File: src/rtl/mem_arbiter_pkg.sv
// rtl/mem_arbiter_pkg.sv - shared state encodings and port ids for the data memory arbiter
package mem_arbiter_pkg;

  typedef enum logic [1:0] {
    S_IDLE   = 2'd0,
    S_ACCESS = 2'd1,
    S_RESP   = 2'd2
  } state_e;

  localparam logic PORT_CORE = 1'b0;
  localparam logic PORT_HOST = 1'b1;

endpackage

File: src/rtl/mem_arbiter_rr_arb2.sv
// rtl/mem_arbiter_rr_arb2.sv - combinational two-way round-robin picker with optional lock
module rr_arb2
  import mem_arbiter_pkg::*;
(
  input  logic [1:0] i_valid,
  input  logic       i_last,
  input  logic       i_lock,
  input  logic       i_owner,
  output logic [1:0] o_grant
);

  // A held lock excludes the other port even when the owner is idle.
  always_comb begin
    o_grant = 2'b00;
    if (i_lock) begin
      o_grant[i_owner] = i_valid[i_owner];
    end else if (i_valid == 2'b11) begin
      o_grant = (i_last == PORT_HOST) ? 2'b01 : 2'b10;
    end else begin
      o_grant = i_valid;
    end
  end

endmodule

File: src/rtl/mem_arbiter.sv
// rtl/mem_arbiter.sv - shares single-port mem_data between core and host requesters
// Optional grant locking is built when RISC16_ARB_LOCK_EN is defined.
module mem_arbiter
  import mem_arbiter_pkg::*;
#(
  parameter int  p_WORD_LEN      = 16,
  parameter int  p_DATA_MEM_SIZE = 1024,
  localparam int ADDR_LEN        = $clog2(p_DATA_MEM_SIZE)
) (
  input  logic                  i_clk,
  input  logic                  i_rst_n,
  input  logic                  i_req0_valid,
  output logic                  o_req0_ready,
  input  logic                  i_req0_we,
  input  logic                  i_req0_lock,
  input  logic [15:0]           i_req0_addr,
  input  logic [p_WORD_LEN-1:0] i_req0_wdata,
  output logic                  o_req0_rvalid,
  output logic [p_WORD_LEN-1:0] o_req0_rdata,
  input  logic                  i_req1_valid,
  output logic                  o_req1_ready,
  input  logic                  i_req1_we,
  input  logic                  i_req1_lock,
  input  logic [15:0]           i_req1_addr,
  input  logic [p_WORD_LEN-1:0] i_req1_wdata,
  output logic                  o_req1_rvalid,
  output logic [p_WORD_LEN-1:0] o_req1_rdata,
  output logic [ADDR_LEN-1:0]   o_mem_addr,
  output logic [p_WORD_LEN-1:0] o_mem_wdata,
  output logic                  o_mem_wen,
  input  logic [p_WORD_LEN-1:0] i_mem_rdata
);

  localparam logic [16:0] MEM_SIZE = 17'(p_DATA_MEM_SIZE);

  state_e                  state_q, state_d;
  logic                    last_q, last_d;
  logic                    gnt_q, gnt_d;
  logic                    we_q, we_d;
  logic [15:0]             addr_q, addr_d;
  logic [p_WORD_LEN-1:0]   wdata_q, wdata_d;
  logic [p_WORD_LEN-1:0]   rdata_q, rdata_d;
  logic [1:0]              grant;
  logic                    arb_lock, arb_owner;
  logic                    in_range;

`ifdef RISC16_ARB_LOCK_EN
  logic lock_q, lock_d, owner_q, owner_d;
  assign arb_lock  = lock_q;
  assign arb_owner = owner_q;
`else
  logic unused_lock;
  assign arb_lock    = 1'b0;
  assign arb_owner   = 1'b0;
  assign unused_lock = i_req0_lock ^ i_req1_lock;
`endif

  // Full 16-bit compare so aliases above the memory size never reach mem_data.
  assign in_range = {1'b0, addr_q} < MEM_SIZE;

  rr_arb2 u_arb (
    .i_valid ({i_req1_valid, i_req0_valid}),
    .i_last  (last_q),
    .i_lock  (arb_lock),
    .i_owner (arb_owner),
    .o_grant (grant)
  );

  always_comb begin
    state_d       = state_q;
    last_d        = last_q;
    gnt_d         = gnt_q;
    we_d          = we_q;
    addr_d        = addr_q;
    wdata_d       = wdata_q;
    rdata_d       = rdata_q;
`ifdef RISC16_ARB_LOCK_EN
    lock_d        = lock_q;
    owner_d       = owner_q;
`endif
    o_req0_ready  = 1'b0;
    o_req1_ready  = 1'b0;
    o_req0_rvalid = 1'b0;
    o_req1_rvalid = 1'b0;
    o_mem_addr    = '0;
    o_mem_wdata   = '0;
    o_mem_wen     = 1'b0;
    case (state_q)
      S_IDLE: begin
        o_req0_ready = grant[0] & i_rst_n;
        o_req1_ready = grant[1] & i_rst_n;
        if (|grant) begin
          gnt_d   = grant[1];
          last_d  = grant[1];
          we_d    = grant[1] ? i_req1_we    : i_req0_we;
          addr_d  = grant[1] ? i_req1_addr  : i_req0_addr;
          wdata_d = grant[1] ? i_req1_wdata : i_req0_wdata;
`ifdef RISC16_ARB_LOCK_EN
          // Only the owner can win while locked, so its lock bit alone decides.
          lock_d  = grant[1] ? i_req1_lock : i_req0_lock;
          owner_d = grant[1];
`endif
          state_d = S_ACCESS;
        end
      end
      S_ACCESS: begin
        o_mem_addr  = addr_q[ADDR_LEN-1:0];
        o_mem_wdata = wdata_q;
        o_mem_wen   = we_q & in_range;
        rdata_d     = (in_range && !we_q) ? i_mem_rdata : '0;
        state_d     = S_RESP;
      end
      S_RESP: begin
        o_req0_rvalid = (gnt_q == PORT_CORE);
        o_req1_rvalid = (gnt_q == PORT_HOST);
        state_d       = S_IDLE;
      end
      default: state_d = S_IDLE;
    endcase
  end

  assign o_req0_rdata = rdata_q;
  assign o_req1_rdata = rdata_q;

  always_ff @(posedge i_clk or negedge i_rst_n) begin
    if (!i_rst_n) begin
      state_q <= S_IDLE;
      last_q  <= PORT_HOST;
      gnt_q   <= PORT_CORE;
      we_q    <= 1'b0;
      addr_q  <= '0;
      wdata_q <= '0;
      rdata_q <= '0;
    end else begin
      state_q <= state_d;
      last_q  <= last_d;
      gnt_q   <= gnt_d;
      we_q    <= we_d;
      addr_q  <= addr_d;
      wdata_q <= wdata_d;
      rdata_q <= rdata_d;
    end
  end

`ifdef RISC16_ARB_LOCK_EN
  always_ff @(posedge i_clk or negedge i_rst_n) begin
    if (!i_rst_n) begin
      lock_q  <= 1'b0;
      owner_q <= PORT_CORE;
    end else begin
      lock_q  <= lock_d;
      owner_q <= owner_d;
    end
  end
`endif

endmodule

File: config.mk
export PLATFORM = sky130hd
export DESIGN_NAME = mem_arbiter
export DESIGN_NICKNAME = d
export VERILOG_FILES = /design/src/rtl/mem_arbiter_pkg.sv /design/src/rtl/mem_arbiter_rr_arb2.sv /design/src/rtl/mem_arbiter.sv
export SDC_FILE = /design/constraint.sdc
export NUM_CORES = 1
export LEC_CHECK = 0
export ABC_AREA = 1
export CORE_UTILIZATION = 30
export DETAILED_ROUTE_END_ITERATION = 6
export DONT_BUFFER_PORTS = 1
export GPL_ROUTABILITY_DRIVEN = 0
export SLEW_MARGIN = 25
export SYNTH_ARGS = -nofsm -noshare
export SYNTH_HDL_FRONTEND = slang
export SYNTH_SLANG_ARGS = --single-unit
File: constraint.sdc
create_clock -name i_clk -period 1.3 [get_ports i_clk]
set_clock_uncertainty 0.05 [all_clocks]
set_input_delay 0.325 -clock i_clk [delete_from_list [all_inputs] [get_ports i_clk]]
set_output_delay 0.325 -clock i_clk [all_outputs]
set_load 0.02 [all_outputs]
==> reports/results.ini, run 1 <==
[synth]
synth_cell_types = 19
syn-num-nets = 540
yosysSeqAreaShare = 0.428
avgSynthCellArea_um2 = 6.86
netlist_area_um2 = 3100
synth_warnings = 0
synth_cells = 452
yosys_register_bits = 53

[cts]
insertion_delay_ps = 300
clock_sinks = 53
cts_inserted_buffers = 5
path_clk_slew_ps = 100
cts_root_buf = clkbuf_8
cts_tree = yes
htreeDepth = 2
cts_buffer_depth = 2

[global_route]
antenna_found_initial = 0
grt_max_degree = 55
grt_usage = 0.161
grt_pass1_vias = 2658
gr-total-overflow = 0
grt_first_pass_wirelength_mm = 13.7

[floorplanning]
start_util = 0.313
core_um2 = 9910
die_width_um = 104
rows = 36
die_h_um = 104
dieArea_um2 = 10800
io_pins = 151

[place]
dp_cells = 570
port_buffers = 0
placed_area_um2 = 3510
dpl.hpwl_mm = 5.49

[run]
maxCapViolCount = 0

[detailed_routing]
avgViaCountPerCell = 4.54
first_pass_iters = 4
drc_errors = 0
drt_iter0_markers = 145
num_vias = 2734
ant_nets = 0
wl_per_cell_um = 14.3
drt_wl_total_mm = 8.58

[sta]
finalHoldWorstSlack_ps = -352
setup_viol = 77
max_freq_mhz = 596
finalCritPeriodShare = 1.29
worst_slack_ps = -379
max-slew-margin-rel = 0.643
rsz0062_at_grt = yes
tightest_slew_ps = 535
hold_viol_final = 53
slew_viol_final = 0
finalCriticalPeriod_ps = 1680

[setup_path]
crit_fanout = 2
crit_type = flip-flop to output port
critPathMaxStageDelay_ps = 400
worst-path-stages = 2
crit_family = simple AND/OR/NAND/NOR gates
critPathCaptureType = output port
path_buf_inv = 0
setup.worst_path.start_class = flip-flop
reg2reg_depth = 10
cp_slowest_cell = dfrtp_1
required_ps = 930
crit_arrival_ps = 1300
crit_chain = or2_4 -> nor3_4

[power_and_ir_drop]
p_per_area_nw_per_um2 = 2280
p_leak_uw = 0.00210
ir_drop_v = 0.00107

[cells_and_area]
final_common_cell = nand2_1
fillCellCount = 1034
drive_above_1_share = 0.286
final_cell_mix = nand2_1, inv_1, nor2_1
post-route-cell-area_um2 = 4220
area_delta_synth_final_pct = 35.8
fin_nets = 556
finalNonFillerCells = 602
antenna_cells = 0

[hold_path]
min_path_type = primary input to async pin

[outcome]
outcome = finished with violations
violations = negative hold slack, negative setup slack

-- metal layers --
| metal | track usage | up-vias | share of wire |
|---|---|---|---|
| met4 | 0.0347 | 0 | 0.0083 |
| met5 | 0 | - | 0 |
| met1 | 0.202 | 1257 | 0.46 |
| met3 | 0.0346 | 10 | 0.047 |
| met2 | 0.281 | 102 | 0.48 |
| li1 | - | 1365 | - |
-- report_power, final --
part           leakage [uW]  internal [uW]  switching, uW
combinational       0.00140           2540           3140
clock             0.0000542            484            570
sequential         0.000644           2310            552
-- state kept, by name, indices dropped and copies added, names as in the netlist --
signal / flops
o_req0_rdata: 16
we_q: 1
last_q: 1
state_q: 2
wdata_q: 16
gnt_q: 1
addr_q: 16
-- synthesized netlist by cell type --
| master | count | area (um^2) |
|---|---|---|
| buf_4 | 19 | 143 |
| nor3_1 | 3 | 15.0 |
| nand2_2 | 1 | 6.26 |
| buf_2 | 7 | 35.0 |
| nor2_1 | 79 | 297 |
| or2_1 | 1 | 6.26 |
| o21ai_1 | 30 | 150 |
| clkbuf_2 | 3 | 15.0 |
| dfrtp_1 | 52 | 1300 |
| o21ai_0 | 39 | 195 |
| nand2_4 | 1 | 11.3 |
| dfstp_2 | 1 | 26.3 |
| nand2_1 | 103 | 387 |
| nand3_1 | 18 | 90.1 |
| buf_6 | 5 | 56.3 |
| nor2_8 | 1 | 20.0 |
| nor2_4 | 2 | 22.5 |
| inv_1 | 81 | 304 |
| clkbuf_1 | 6 | 22.5 |
-- repair_timing --
| action | CTS | global route |
|---|---|---|
| pin swaps | 13 | 5 |
| setup buffers | 12 | 5 |
| resized for setup | 42 | 42 |
| endpoints found under the setup margin | 69 | 107 |
| hold endpoints to repair | 53 | 53 |
| cloned | 6 | 1 |
-- final cells by class --
cell class	instances	area, um^2	area share
inverter	81	307	0.0727
multi-input combinational	278	1550	0.367
clock inverter	1	5.00	0.00119
timing repair buffer	49	746	0.177
tap	133	166	0.0395
clock buffer	7	96.3	0.0229
sequential	53	1350	0.320
-- cells by family (layout without fill, tap and decap cells) --
logic type,count (synthesis),in the layout,synth area share
compound gates,69,69,0.111
flops,53,53,0.428
simple gates,209,209,0.275
buf+inv,121,138,0.185
-- path summary, 6_finish.rpt --
kind	startpoint	slack, ps	end
max	addr_q[10]$_DFFE_PN0P_	-380	o_mem_wen
min	i_rst_n	-350	o_req0_rdata[13]$_DFFE_PN0N_
min in group i_clk	i_req1_valid	90	last_q$_DFFE_PN1P_
max reg2reg	state_q[1]$_DFFE_PN0P_	-350	wdata_q[9]$_DFFE_PN0P_
min reg2reg	addr_q[2]$_DFFE_PN0P_	450	addr_q[2]$_DFFE_PN0P_
max in group asynchronous	i_rst_n	1370	last_q$_DFFE_PN1P_
-- through the flow --
step	worst slack, ps	TNS [ps]	power, uW	util	hold WS, ps
after detailed placement	-86.4	-613	7050	0.354	-19.0
final	-379	-20340	9590	0.425	-352
after global placement	-81.4	-365	6940	0.354	-19.3
after floorplan	-69.3	-1070	6090	-	-20.6
after global routing	-457	-26200	10300	0.425	-382
after CTS	-380	-17350	9170	0.407	-365
No activity file was read; power rests on OpenSTA's default activity.
==> run 2, diff against run 1 <==
- CTS_BUF_LIST: not set -> sky130_fd_sc_hd__clkbuf_2 sky130_fd_sc_hd__clkbuf_4 sky130_fd_sc_hd__clkbuf_8
==> results of run 2 <==
The final DEF is identical to that of run 1; final timing and power are the same.
==> run 3, diff against run 2 <==
- CORE_ASPECT_RATIO: not set -> 1.4
==> run 3 against run 2 <==
The run still ends with negative hold slack, negative setup slack left. Via count fell by 1.2%. Hold slack got worse by 3.4 ps. Core utilization fell by 1.6 points. Critical endpoint is now o_mem_wdata[13]. Largest power group unchanged.
==> reports/results.ini, run 3 (synthesized netlist as in run 1, its figures left out) <==
[outcome]
outcome = finished with violations  ; unchanged
violations = negative hold slack, negative setup slack  ; unchanged

[sta]
worst_slack_ps = -421  ; was -379 ps
hold_viol_final = 53  ; unchanged
max_freq_mhz = 581  ; was 596 MHz
rsz0062_at_grt = yes  ; unchanged
max-slew-margin-rel = 0.582  ; was 0.643
tightest_slew_ps = 626  ; was 535 ps
finalCritPeriodShare = 1.32  ; was 1.29
setup_viol = 82  ; was 77
slew_viol_final = 0  ; unchanged
finalCriticalPeriod_ps = 1720  ; was 1680 ps
finalSetupTns_ps = -18190  ; was -20,340 ps
finalHoldWorstSlack_ps = -355  ; was -352 ps

[power_and_ir_drop]
swShare = 0.452  ; was 0.444
p_leak_uw = 0.00201  ; was 0.00210 uW
ir_drop_v = 0.00115  ; was 0.00107 V
seq_power_share = 0.311  ; was 0.298
p_clk_frac = 0.115  ; was 0.110
p_switching_uw = 4110  ; was 4260 uW
p_per_area_nw_per_um2 = 2220  ; was 2280 nW/um^2
pwr-share-comb = 0.575  ; was 0.592
internal-power_uw = 4980  ; was 5330 uW

[detailed_routing]
drt_iter0_markers = 86  ; was 145
wl_met1_mm = 3.15  ; was 3.96 mm
drc_errors = 0  ; unchanged
num_vias = 2702  ; was 2,734
wl_per_cell_um = 13.2  ; was 14.3 um
dr_wl_met3_um = 572  ; was 406 um
drt_wl_total_mm = 7.92  ; was 8.58 mm
first_pass_iters = 4  ; unchanged
ant_nets = 0  ; unchanged
avgViaCountPerCell = 4.51  ; was 4.54
routed.top_layer = met4  ; unchanged
wl_met2_mm = 4.02  ; was 4.14 mm

[cts]
clock_sinks = 53  ; unchanged
path_clk_slew_ps = 100  ; about the same
cts_tree = yes  ; unchanged
insertion_delay_ps = 310  ; was 300 ps
cts_inserted_buffers = 5  ; unchanged
htreeDepth = 2  ; unchanged
cts_buffer_depth = 2  ; unchanged
cts_root_buf = clkbuf_8  ; unchanged

[setup_path]
crit_end = o_mem_wdata[13]  ; was o_mem_wen
crit_fanout = 18  ; was 2
setup.worst_path.start_class = flip-flop  ; unchanged
critPathCaptureType = output port  ; unchanged
crit_arrival_ps = 1350  ; was 1300 ps
rrSetupSlack_ps = -190  ; was -350 ps
crit_type = flip-flop to output port  ; unchanged
crit_path_start = state_q[0]$_DFFE_PN0P_  ; was addr_q[10]$_DFFE_PN0P_
reg2reg_depth = 9  ; was 10
required_ps = 930  ; about the same
r2r_start = state_q[1]$_DFFE_PN0P_  ; unchanged
r2r_end = addr_q[4]$_DFFE_PN0P_  ; was wdata_q[9]$_DFFE_PN0P_

[cells_and_area]
final_cell_mix = nand2_1, inv_1, nor2_4, nor2_1, o21ai_0  ; was nand2_1, inv_1, nor2_1
drive_above_1_share = 0.295  ; was 0.286
final_core_util = 0.410  ; was 0.425
fillCellCount = 1046  ; was 1,034
fin_nets = 551  ; was 556
antenna_cells = 0  ; unchanged
final_common_cell = nand2_1  ; unchanged
area_delta_synth_final_pct = 32.1  ; was 35.8%

[floorplanning]
core_um2 = 10000  ; was 9910 um^2
dieArea_um2 = 10800  ; about the same
rows = 43  ; was 36
io_pins = 151  ; unchanged
start_util = 0.310  ; was 0.313
die_width_um = 88.0  ; was 104 um
die_h_um = 122  ; was 104 um

[global_route]
grt_usage = 0.140  ; was 0.161
gr-total-overflow = 0  ; unchanged
grt_max_degree = 55  ; unchanged
grt_first_pass_wirelength_mm = 11.5  ; was 13.7 mm
grt_pass1_vias = 2497  ; was 2,658
antenna_found_initial = 0  ; unchanged

[hold_path]
min_path_type = primary input to async pin  ; unchanged

[place]
port_buffers = 0  ; unchanged
dpl.hpwl_mm = 5.47  ; was 5.49 mm
dp_slack_ps = -75.4  ; was -86.4 ps

[run]
maxCapViolCount = 0  ; unchanged

[run 3: changes by cell type in the layout (fill, tap and decap cells not counted), sizes merged]
cell,previous run,this run
bufbuf,1,0
buf,47,43
[run 3: routing by layer]
layer,GRT usage,vias to the layer above
li1,-,1360
met1,0.157,1226
met2,0.243,104
met3,0.0457,12
met4,0.0553,0
met5,0,-
[run 3: stage by stage]
stage | instance area [um^2] | cells | power [uW]
CTS | 3810 | 592 | 8530
finish | 4100 | 599 | 9080
global route | 4100 | 599 | 9760
detailed placement | 3540 | 577 | 6980
floorplan | 3370 | 452 | 6090
global placement | 3540 | 577 | 6900
[run 3: critical path, cell delays in order, from the launching register on]
cell and delay (ps):
dfrtp_1 430, nand2_4 130, buf_12 240, nor2_4 40
buf_4 150
[run 3: area by class of cell]
cell class | count | area [um^2] | area share
repair buffers | 44 | 582 | 0.142
clock inverters | 1 | 5.00 | 0.00122
well taps | 135 | 169 | 0.0412
multi-input cells | 278 | 1600 | 0.389
clock buffers | 7 | 96.3 | 0.0235
flip-flops and latches | 53 | 1350 | 0.329
inverters | 81 | 304 | 0.0742
[run 3: timing repair]
item	4_1_cts	5_1_grt
setup endpoints to repair	90	106
gates cloned	1	1
setup buffers	6	6
endpoints found under the hold margin	53	53
pin swaps	11	29
gates resized for setup	24	66
[run 3: worst min-delay path by stage]
stage                  from                            to  slack, ps
detailed placement  i_rst_n  o_req0_rdata[10]$_DFFE_PN0N_        -20
finish              i_rst_n  o_req0_rdata[10]$_DFFE_PN0N_       -360
floorplan           i_rst_n         addr_q[0]$_DFFE_PN0P_        -20
global placement    i_rst_n   o_req0_rdata[7]$_DFFE_PN0N_        -20
CTS                 i_rst_n   o_req0_rdata[7]$_DFFE_PN0N_       -370
global route        i_rst_n  o_req0_rdata[10]$_DFFE_PN0N_       -380
[run 3: power groups by stage]
stage	logic [uW]	clock network, uW	registers, uW
final	5220	1040	2820
after floorplan	3440	0	2650
after detailed placement	4150	0	2830
after global routing	5690	1150	2910
after CTS	4620	1100	2810
after global placement	4090	0	2810
